`src/rtl/uart_tx_engine.sv`:
```
`default_nettype none
// ============================================================================
// Module   : uart_tx_engine
// Purpose  : UART transmit path. A write-side FIFO feeds a framing FSM that
//            serialises start / data (LSB first) / optional parity / stop
//            bits. Each bit is held for SYSCLK_RATE/BAUD_RATE clocks.
// Revision : 1.0 - initial release
// ============================================================================
module uart_tx_engine #(
  parameter int SYSCLK_RATE = 4,
  parameter int BAUD_RATE   = 1,
  parameter int DATA_BITS   = 8,
  parameter int STOP_BITS   = 2,
  parameter int PARITY_MODE = 1,   // 0 = none, 1 = even, 2 = odd
  parameter int FIFO_DEPTH  = 8
) (
  input  logic                          SysClk,
  input  logic                          Reset,
  input  logic [DATA_BITS-1:0]          TxData,
  input  logic                          TxWrite,
  input  logic                          TxEnable,
  output logic                          TxFull,
  output logic                          TxEmpty,
  output logic [$clog2(FIFO_DEPTH):0]   TxCount,
  output logic                          TxOverflow,
  output logic                          TxBusy,
  output logic                          TxDone,
  output logic                          Tx
);

  localparam int CLKS_PER_BIT = SYSCLK_RATE / BAUD_RATE;
  localparam int PTR_W        = $clog2(FIFO_DEPTH);
  localparam int BAUD_W       = (CLKS_PER_BIT > 1) ? $clog2(CLKS_PER_BIT) : 1;

  localparam logic [BAUD_W-1:0] BAUD_LAST  = BAUD_W'(CLKS_PER_BIT - 1);
  localparam logic [PTR_W:0]    FULL_LEVEL = (PTR_W + 1)'(FIFO_DEPTH);
  localparam logic [3:0]        DATA_LAST  = 4'(DATA_BITS - 1);
  localparam logic [3:0]        STOP_LAST  = 4'(STOP_BITS - 1);
  localparam logic              ODD_PARITY = (PARITY_MODE == 2);

  typedef enum logic [2:0] {
    IDLE   = 3'd0,
    START  = 3'd1,
    DATA   = 3'd2,
    PARITY = 3'd3,
    STOP   = 3'd4
  } state_t;

  // FIFO storage and bookkeeping
  logic [DATA_BITS-1:0] mem [FIFO_DEPTH];
  logic [PTR_W-1:0]     wr_ptr;
  logic [PTR_W-1:0]     rd_ptr;
  logic [PTR_W:0]       count;
  logic                 push;
  logic                 pop;

  // Framing state
  state_t               state;
  logic [BAUD_W-1:0]    baud;
  logic [3:0]           bit_cnt;
  logic [DATA_BITS-1:0] shift;
  logic                 parity;
  logic                 bit_end;
  logic                 frame_end;

  assign TxCount = count;
  assign TxFull  = (count == FULL_LEVEL);
  assign TxEmpty = (count == '0);

  // A write into a full FIFO is dropped even when a pop frees a slot this cycle.
  assign push = TxWrite && !TxFull;

  assign bit_end   = (baud == BAUD_LAST);
  assign frame_end = (state == STOP) && bit_end && (bit_cnt == STOP_LAST);

  // Pop from IDLE, or on the very last stop cycle so frames run back to back.
  assign pop = TxEnable && !TxEmpty && ((state == IDLE) || frame_end);

  // FIFO data array; contents need no reset because the pointers are flushed.
  always_ff @(posedge SysClk) begin
    if (push) begin
      mem[wr_ptr] <= TxData;
    end
  end

  // FIFO pointers, occupancy and the overflow pulse.
  always_ff @(posedge SysClk) begin
    if (Reset) begin
      wr_ptr     <= '0;
      rd_ptr     <= '0;
      count      <= '0;
      TxOverflow <= 1'b0;
    end else begin
      TxOverflow <= TxWrite && TxFull;
      if (push) begin
        wr_ptr <= wr_ptr + 1'b1;
      end
      if (pop) begin
        rd_ptr <= rd_ptr + 1'b1;
      end
      case ({push, pop})
        2'b10:   count <= count + 1'b1;
        2'b01:   count <= count - 1'b1;
        default: count <= count;
      endcase
    end
  end

  // Framing FSM. Tx/TxBusy/TxDone are registered images of the current
  // state, so the line lags the state by one clock and never sees inputs
  // combinationally.
  always_ff @(posedge SysClk) begin
    if (Reset) begin
      state   <= IDLE;
      baud    <= '0;
      bit_cnt <= '0;
      shift   <= '0;
      parity  <= 1'b0;
      Tx      <= 1'b1;
      TxBusy  <= 1'b0;
      TxDone  <= 1'b0;
    end else begin
      TxBusy <= (state != IDLE);
      TxDone <= frame_end;

      case (state)
        START:   Tx <= 1'b0;
        DATA:    Tx <= shift[0];
        PARITY:  Tx <= parity;
        default: Tx <= 1'b1;
      endcase

      if (state == IDLE || bit_end) begin
        baud <= '0;
      end else begin
        baud <= baud + 1'b1;
      end

      case (state)
        IDLE: begin
          if (pop) begin
            shift   <= mem[rd_ptr];
            parity  <= (^mem[rd_ptr]) ^ ODD_PARITY;
            bit_cnt <= '0;
            state   <= START;
          end
        end
        START: begin
          if (bit_end) begin
            bit_cnt <= '0;
            state   <= DATA;
          end
        end
        DATA: begin
          if (bit_end) begin
            shift <= shift >> 1;
            if (bit_cnt == DATA_LAST) begin
              bit_cnt <= '0;
              state   <= (PARITY_MODE != 0) ? PARITY : STOP;
            end else begin
              bit_cnt <= bit_cnt + 1'b1;
            end
          end
        end
        PARITY: begin
          if (bit_end) begin
            bit_cnt <= '0;
            state   <= STOP;
          end
        end
        STOP: begin
          if (bit_end) begin
            if (bit_cnt == STOP_LAST) begin
              bit_cnt <= '0;
              if (pop) begin
                shift  <= mem[rd_ptr];
                parity <= (^mem[rd_ptr]) ^ ODD_PARITY;
                state  <= START;
              end else begin
                state  <= IDLE;
              end
            end else begin
              bit_cnt <= bit_cnt + 1'b1;
            end
          end
        end
        default: state <= IDLE;
      endcase
    end
  end

endmodule
`default_nettype wire
```
`config.mk`:
```
export PLATFORM = sky130hd
export DESIGN_NAME = uart_tx_engine
export DESIGN_NICKNAME = d
export VERILOG_FILES = /design/src/rtl/uart_tx_engine.sv
export SDC_FILE = /design/constraint.sdc
export NUM_CORES = 1
export LEC_CHECK = 0
export CORE_MARGIN = 2
export CORE_UTILIZATION = 51
export CTS_CLUSTER_SIZE = 14
export DETAILED_ROUTE_END_ITERATION = 10
export HOLD_SLACK_MARGIN = 0.15
export PLACE_DENSITY = 0.79
export SETUP_SLACK_MARGIN = 0.15
export SYNTH_ARGS = -nofsm -noshare
export SYNTH_HDL_FRONTEND = slang
export SYNTH_SLANG_ARGS = --single-unit
```
`constraint.sdc`:
```
create_clock -name SysClk -period 2.8 [get_ports SysClk]
set_clock_uncertainty 0.05 [all_clocks]
set_input_delay 0.56 -clock SysClk [delete_from_list [all_inputs] [get_ports SysClk]]
set_output_delay 0.56 -clock SysClk [all_outputs]
set_load 0.01 [all_outputs]
```
After elaboration in Yosys (flattened, before gate mapping)
Memory sizes are Yosys's and may differ from the RTL's. A register that Yosys moved wholly into a read port is not among the register bits.
Cells that the tools add are included.
Widths: inputs -> output; s select.
Storage, ports and cells
  bits in registers: 32
  RAM bits: 64
  input port bits: 12
  output and inout port bits: 10
  memories: 1
Operators by class
  add/subtract/negate cells: 6
  eq/ne operators: 18
  mux-type cells: 31
  reduce and logical (&&, ||, !) cells: 24
Memory list
  mem: depth 8, width 8, read ports 1, clocked after Yosys merged registers in 1, write ports 1, RTL line 50  | logic [DATA_BITS-1:0] mem [FIFO_DEPTH];
Operators with widths (count)
  $mux 8: 4
  $mux 3: 9
  $mux 4: 6
  $pmux 8 s3: 1
  $pmux 4 s4: 1
  $pmux 3 s5: 1
  $ne 2x2->1 const B: 6
  $add 4x1->4 const B: 2
  $pmux 4 s2: 1
  $reduce_xor 8->1: 1
  $reduce_and 7->1: 1
  $add 3x1->3 const B: 2
  $eq 3x2->1 const B: 2
  $logic_and 1x1->1: 6
  $mux 1: 6
  $reduce_bool 3->1: 2
  $reduce_and 5->1: 1
  $eq 2x2->1 const B: 2
  $eq 4x1->1 const B: 1
  $eq 4x3->1 const B: 1
  $eq 4x4->1 const B: 1
  $logic_not 4->1: 1
  $ne 2x1->1 const B: 2
  $reduce_and 4->1: 1
  other kinds (14): 18

Logic depth before layout (Yosys ltp)
  word-level depth: 9
  depth in mapped cells: 12
  mapped depth without buffers: 11

Worst setup path before layout
No wires, ideal clock.
  kind: input port to flip-flop
  from: input TxEnable
  to: register count[2] (netlist: TxCount[2])
  library setup time: 115 ps
  arrival: 2483 ps
  required time: 2635 ps
  path slack: 152 ps
  stages on the path: 10
  cells stage by stage: or3b_1 a211oi_4 buf_4 ha_1 xor2_1 ha_1 a31oi_1 xor2_1 o21a_1 o21ba_2
On the way
  cells in the longest elaborated chain, start to end: 4
  elaborated cells between the ends (all ways): 6
  classes of those cells: eq/ne (2); mux (1); reduce/logical (3)
Ends and longest elaborated chain
  from (decl): RTL line 21  | input logic TxEnable,
  $logic_and 1x1->1 * (2 in series): RTL line 77  | assign pop = TxEnable && !TxEmpty && ((state == IDLE) || frame_end);
  net pop: RTL line 55  | logic pop;
  $eq 2x1->1 or $eq 2x2->1 (tied branches): RTL line 101  | case ({push, pop})
  $pmux 4 s2 or $reduce_bool 2->1 (tied branches)
  to (signal assigned): RTL line 102  | 2'b10: count <= count + 1'b1;
  to (signal assigned): RTL line 103  | 2'b01: count <= count - 1'b1;
  to (signal assigned): RTL line 104  | default: count <= count;
  to (decl): RTL line 53  | logic [PTR_W:0] count;
The timed path passes the listed nets; every way through them passes the cells marked *.
A chain may end at the register's enable or synchronous reset.

Worst setup path after layout
  from: register count[3] (netlist: TxCount[3])
  to: output TxFull
On the way
  cells in the longest elaborated chain, start to end: 1
Ends and longest elaborated chain
  $eq 4x4->1: RTL line 67  | assign TxFull = (count == FULL_LEVEL);
  to (decl): RTL line 22  | output logic TxFull,
No other way between the ends.

==> results.yml <==
run_status:
  status: "complete, no violations"
worst_hold_path:
  hp-class: "reg2reg"
  min_path_cells: 1
  min_to: "baud[0]$_SDFF_PP0_"
  min_from: "baud[0]$_SDFF_PP0_"
finish:
  area_growth_pct: 13.7
  utilization: 0.601
  fin_nets: 396
  drive_above_1_share: 0.199
  final_cells: 490
  fillers: 685
  diodes: 0
  postLayoutCellArea_mm2: 0.00527
die:
  fp.dieH_um: 99.3
  num_io_pins: 22
  die_x_um: 99.3
  num_rows: 34
  initial_core_util: 0.529
  die_area_mm2: 0.00986
  core_mm2: 0.00876
synthesis:
  yosys.area_share.adder: 0.0189
  synth_top_family_by_area: "multiplexers"
  yosys.area_share.simple: 0.0953
  ys_top_cells_by_area: "edfxtp_1 (41%), dfxtp_1 (15%), mux4_2 (12%), xor2_1 (4.2%), xnor2_1 (3.8%)"
  postSynthCellCount: 342
  async_flop_share: 0
  synth_compound_area_frac: 0.0654
  yosysWarnings: 0
  synthMuxAreaShare: 0.147
  avgSynthCellArea_um2: 13.5
  synth-main-ff-cell: "edfxtp_1"
  ys_seq_area_frac: 0.566
  synth_nets: 361
  synth_seq_cells: 99
  yosys.cell_types.count: 49
  synth-edff-count: 64
  synth-xor-area-share: 0.0794
  netlist_area_mm2: 0.00463
  yosysTopAreaCellShare: 0.415
  yosysTopAreaCell: "edfxtp_1"
grt:
  grt.total_usage: 0.168
  overflow: 0
  grt_pass1_vias: 2695
  grt_antenna_before_repair: 0
  grt_pass1_wl_mm: 12.8
  grt_max_degree: 25
worst_setup_path:
  worstRegToRegCells: 10
  crit_family: "buffers and inverters"
  cpPeakStageDelay_ns: 0.58
  arrival_ns: 1.97
  cpMaxStageDelayCell: "or4b_4"
  crit_fanout: 6
  worstPathCellList: "or4b_4 -> inv_1 -> clkdlybuf4s50_1"
  crit_path_start_kind: "flip-flop"
  timing_worst_setup_path_type: "reg2out"
  timing.rr.start: "bit_cnt[0]$_SDFFE_PP0P_"
  cp-end-kind: "primary output"
  r2r_slack_ns: 0.36
  r2r-end: "TxCount[2]$_SDFFE_PP0P_"
  critPathBufInv: 2
  cp.required_ns: 2.19
timing:
  worst_pin_slew_ns: 0.702
  max_freq_mhz: 388
  min_period_over_period: 0.920
  slew_headroom: 0.531
  holdWs_ns: 0.398
  slew_viol_final: 0
  finalCriticalPeriod_ns: 2.58
  finalHoldViolations: 0
  setup_viol: 0
  worst_slack_ns: 0.224
  rsz0062_at_grt: "false"
cts:
  htree_levels: 3
  clock-sinks: 99
  clock_path_buffers: 2
  ctsHoldBuffers: 0
  postCtsSetupRepairBufs: 0
  cts-root-buf: "clkbuf_8"
  clk-insertion-delay-late_ns: 0.36
  clk_pin_slew_worst_paths_ns: 0.10
  cts-buffers-inserted: 9
  tritoncts: "yes"
route:
  wl_mm: 7.84
  drt_iter0_drc: 105
  vias: 2738
  avgRoutedWirePerCell_um: 16.0
  drc: 0
  firstDrtPassIters: 4
  viasPerCell: 5.59
  ant_nets: 0
placement:
  portBuffers: 21
  postPlaceCellArea_mm2: 0.00504
  dp_cells: 474
  place_ws_ns: -0.154
  hpwl_mm: 5.45
  place_congestion: 0.777
pwr:
  leakagePower_nw: 1.74
  vdd_drop_max_mv: 0.442
  power_density_mw_per_mm2: 740
run:
  drv_cap: 0
## through the flow
stage                     total power, mW  TNS (ns)
after detailed placement             2.99    -0.154
after CTS                            3.91         0
after global routing                 4.13         0
after global placement               2.95    -0.121
after floorplan                      2.67         0
final                                3.90         0
## power by group
part           switching [mW]  leakage (nW)  internal, mW
clock                   0.507        0.0984         0.427
combinational           0.569         0.780         0.613
sequential             0.0989         0.866          1.68
## final cells by class
type	count	area [um^2]	share of cell area
clock inverters	7	82.6	0.0157
clock buffers	9	124	0.0235
well taps	108	135	0.0257
repair buffers	43	375	0.0713
inverters	7	26.3	0.00499
multi-input cells	217	1900	0.361
flip-flops and latches	99	2620	0.498
## layout by cell type, fill, tap and decap left out, types with 2 or more instances in the layout
| cell | synthesis | layout |
|---|---|---|
| buf_4 | 2 | 22 |
| a31oi_1 | 3 | 3 |
| nor3_1 | 9 | 9 |
| mux4_2 | 24 | 24 |
| xor2_1 | 22 | 21 |
| nor2_1 | 36 | 36 |
| xnor2_1 | 20 | 20 |
| o21ai_0 | 6 | 6 |
| clkbuf_8 | 0 | 9 |
| nand3_1 | 5 | 5 |
| a211oi_1 | 8 | 8 |
| nand2b_1 | 3 | 3 |
| inv_6 | 0 | 2 |
| edfxtp_1 | 64 | 64 |
| clkdlybuf4s50_1 | 0 | 21 |
| mux2i_1 | 13 | 13 |
| or3_1 | 3 | 3 |
| ha_1 | 7 | 5 |
| a21oi_1 | 18 | 18 |
| ha_2 | 0 | 2 |
| nand2_1 | 13 | 13 |
| o21a_1 | 2 | 2 |
| dfxtp_1 | 35 | 35 |
| clkinvlp_4 | 0 | 2 |
| inv_1 | 7 | 7 |
## cell usage after synthesis, types with 8 or more instances
| cell type | n |
|---|---|
| edfxtp_1 | 64 |
| nor2_1 | 36 |
| nand2_1 | 13 |
| xor2_1 | 22 |
| mux2i_1 | 13 |
| nor3_1 | 9 |
| a211oi_1 | 8 |
| a21oi_1 | 18 |
| mux4_2 | 24 |
| dfxtp_1 | 35 |
| xnor2_1 | 20 |
## how the worst max path moves through the flow
stage                                        from                      end  cells after the start
final                     TxCount[3]$_SDFFE_PP0P_                   TxFull                      3
after global routing      TxCount[3]$_SDFFE_PP0P_                   TxFull                      3
after CTS                 TxCount[3]$_SDFFE_PP0P_                   TxFull                      3
after detailed placement                 TxEnable  TxCount[2]$_SDFFE_PP0P_                     10
after global placement                   TxEnable  TxCount[2]$_SDFFE_PP0P_                     10
after floorplan                          TxEnable  TxCount[2]$_SDFFE_PP0P_                     10
## kinds of logic after synthesis
family,count (synthesis)
compound gates,46
xor+xnor,42
fa+ha+maj,7
buf+inv,26
flops,99
mux,38
simple gates,84
## worst reg2reg max path: stages (launching register included)
cell and delay (ns):
dfxtp_1 0.41, ha_1 0.20, nand4bb_1 0.22, a211oi_4 0.32, ha_2 0.24, xor2_2 0.14, ha_2 0.18, a31oi_1 0.04
xor2_1 0.16, o21a_1 0.18, o21ba_2 0.20
## metal layers
metal  track usage  part of all wire  vias to the layer above
met3        0.0358             0.032                        6
met4        0.0411            0.0089                        0
met5             0                 0                        -
li1              -                 -                     1343
met2         0.295              0.51                       44
met1         0.215              0.44                     1345
## timing repair
item                                    4_1_cts  5_1_grt
pin swaps                                     0        2
resized for setup                             1        4
endpoints found under the setup margin        1        1
## sequential cells by signal (all words and copies together) (netlist names), named ones only
signal,cells
mem,64
baud,2
parity,1
TxOverflow,1
rd_ptr,3
TxDone,1
wr_ptr,3
state,3
bit_cnt,4
TxBusy,1
shift,8
TxCount,4
Tx,1
No activity file was read; power rests on OpenSTA's default activity.
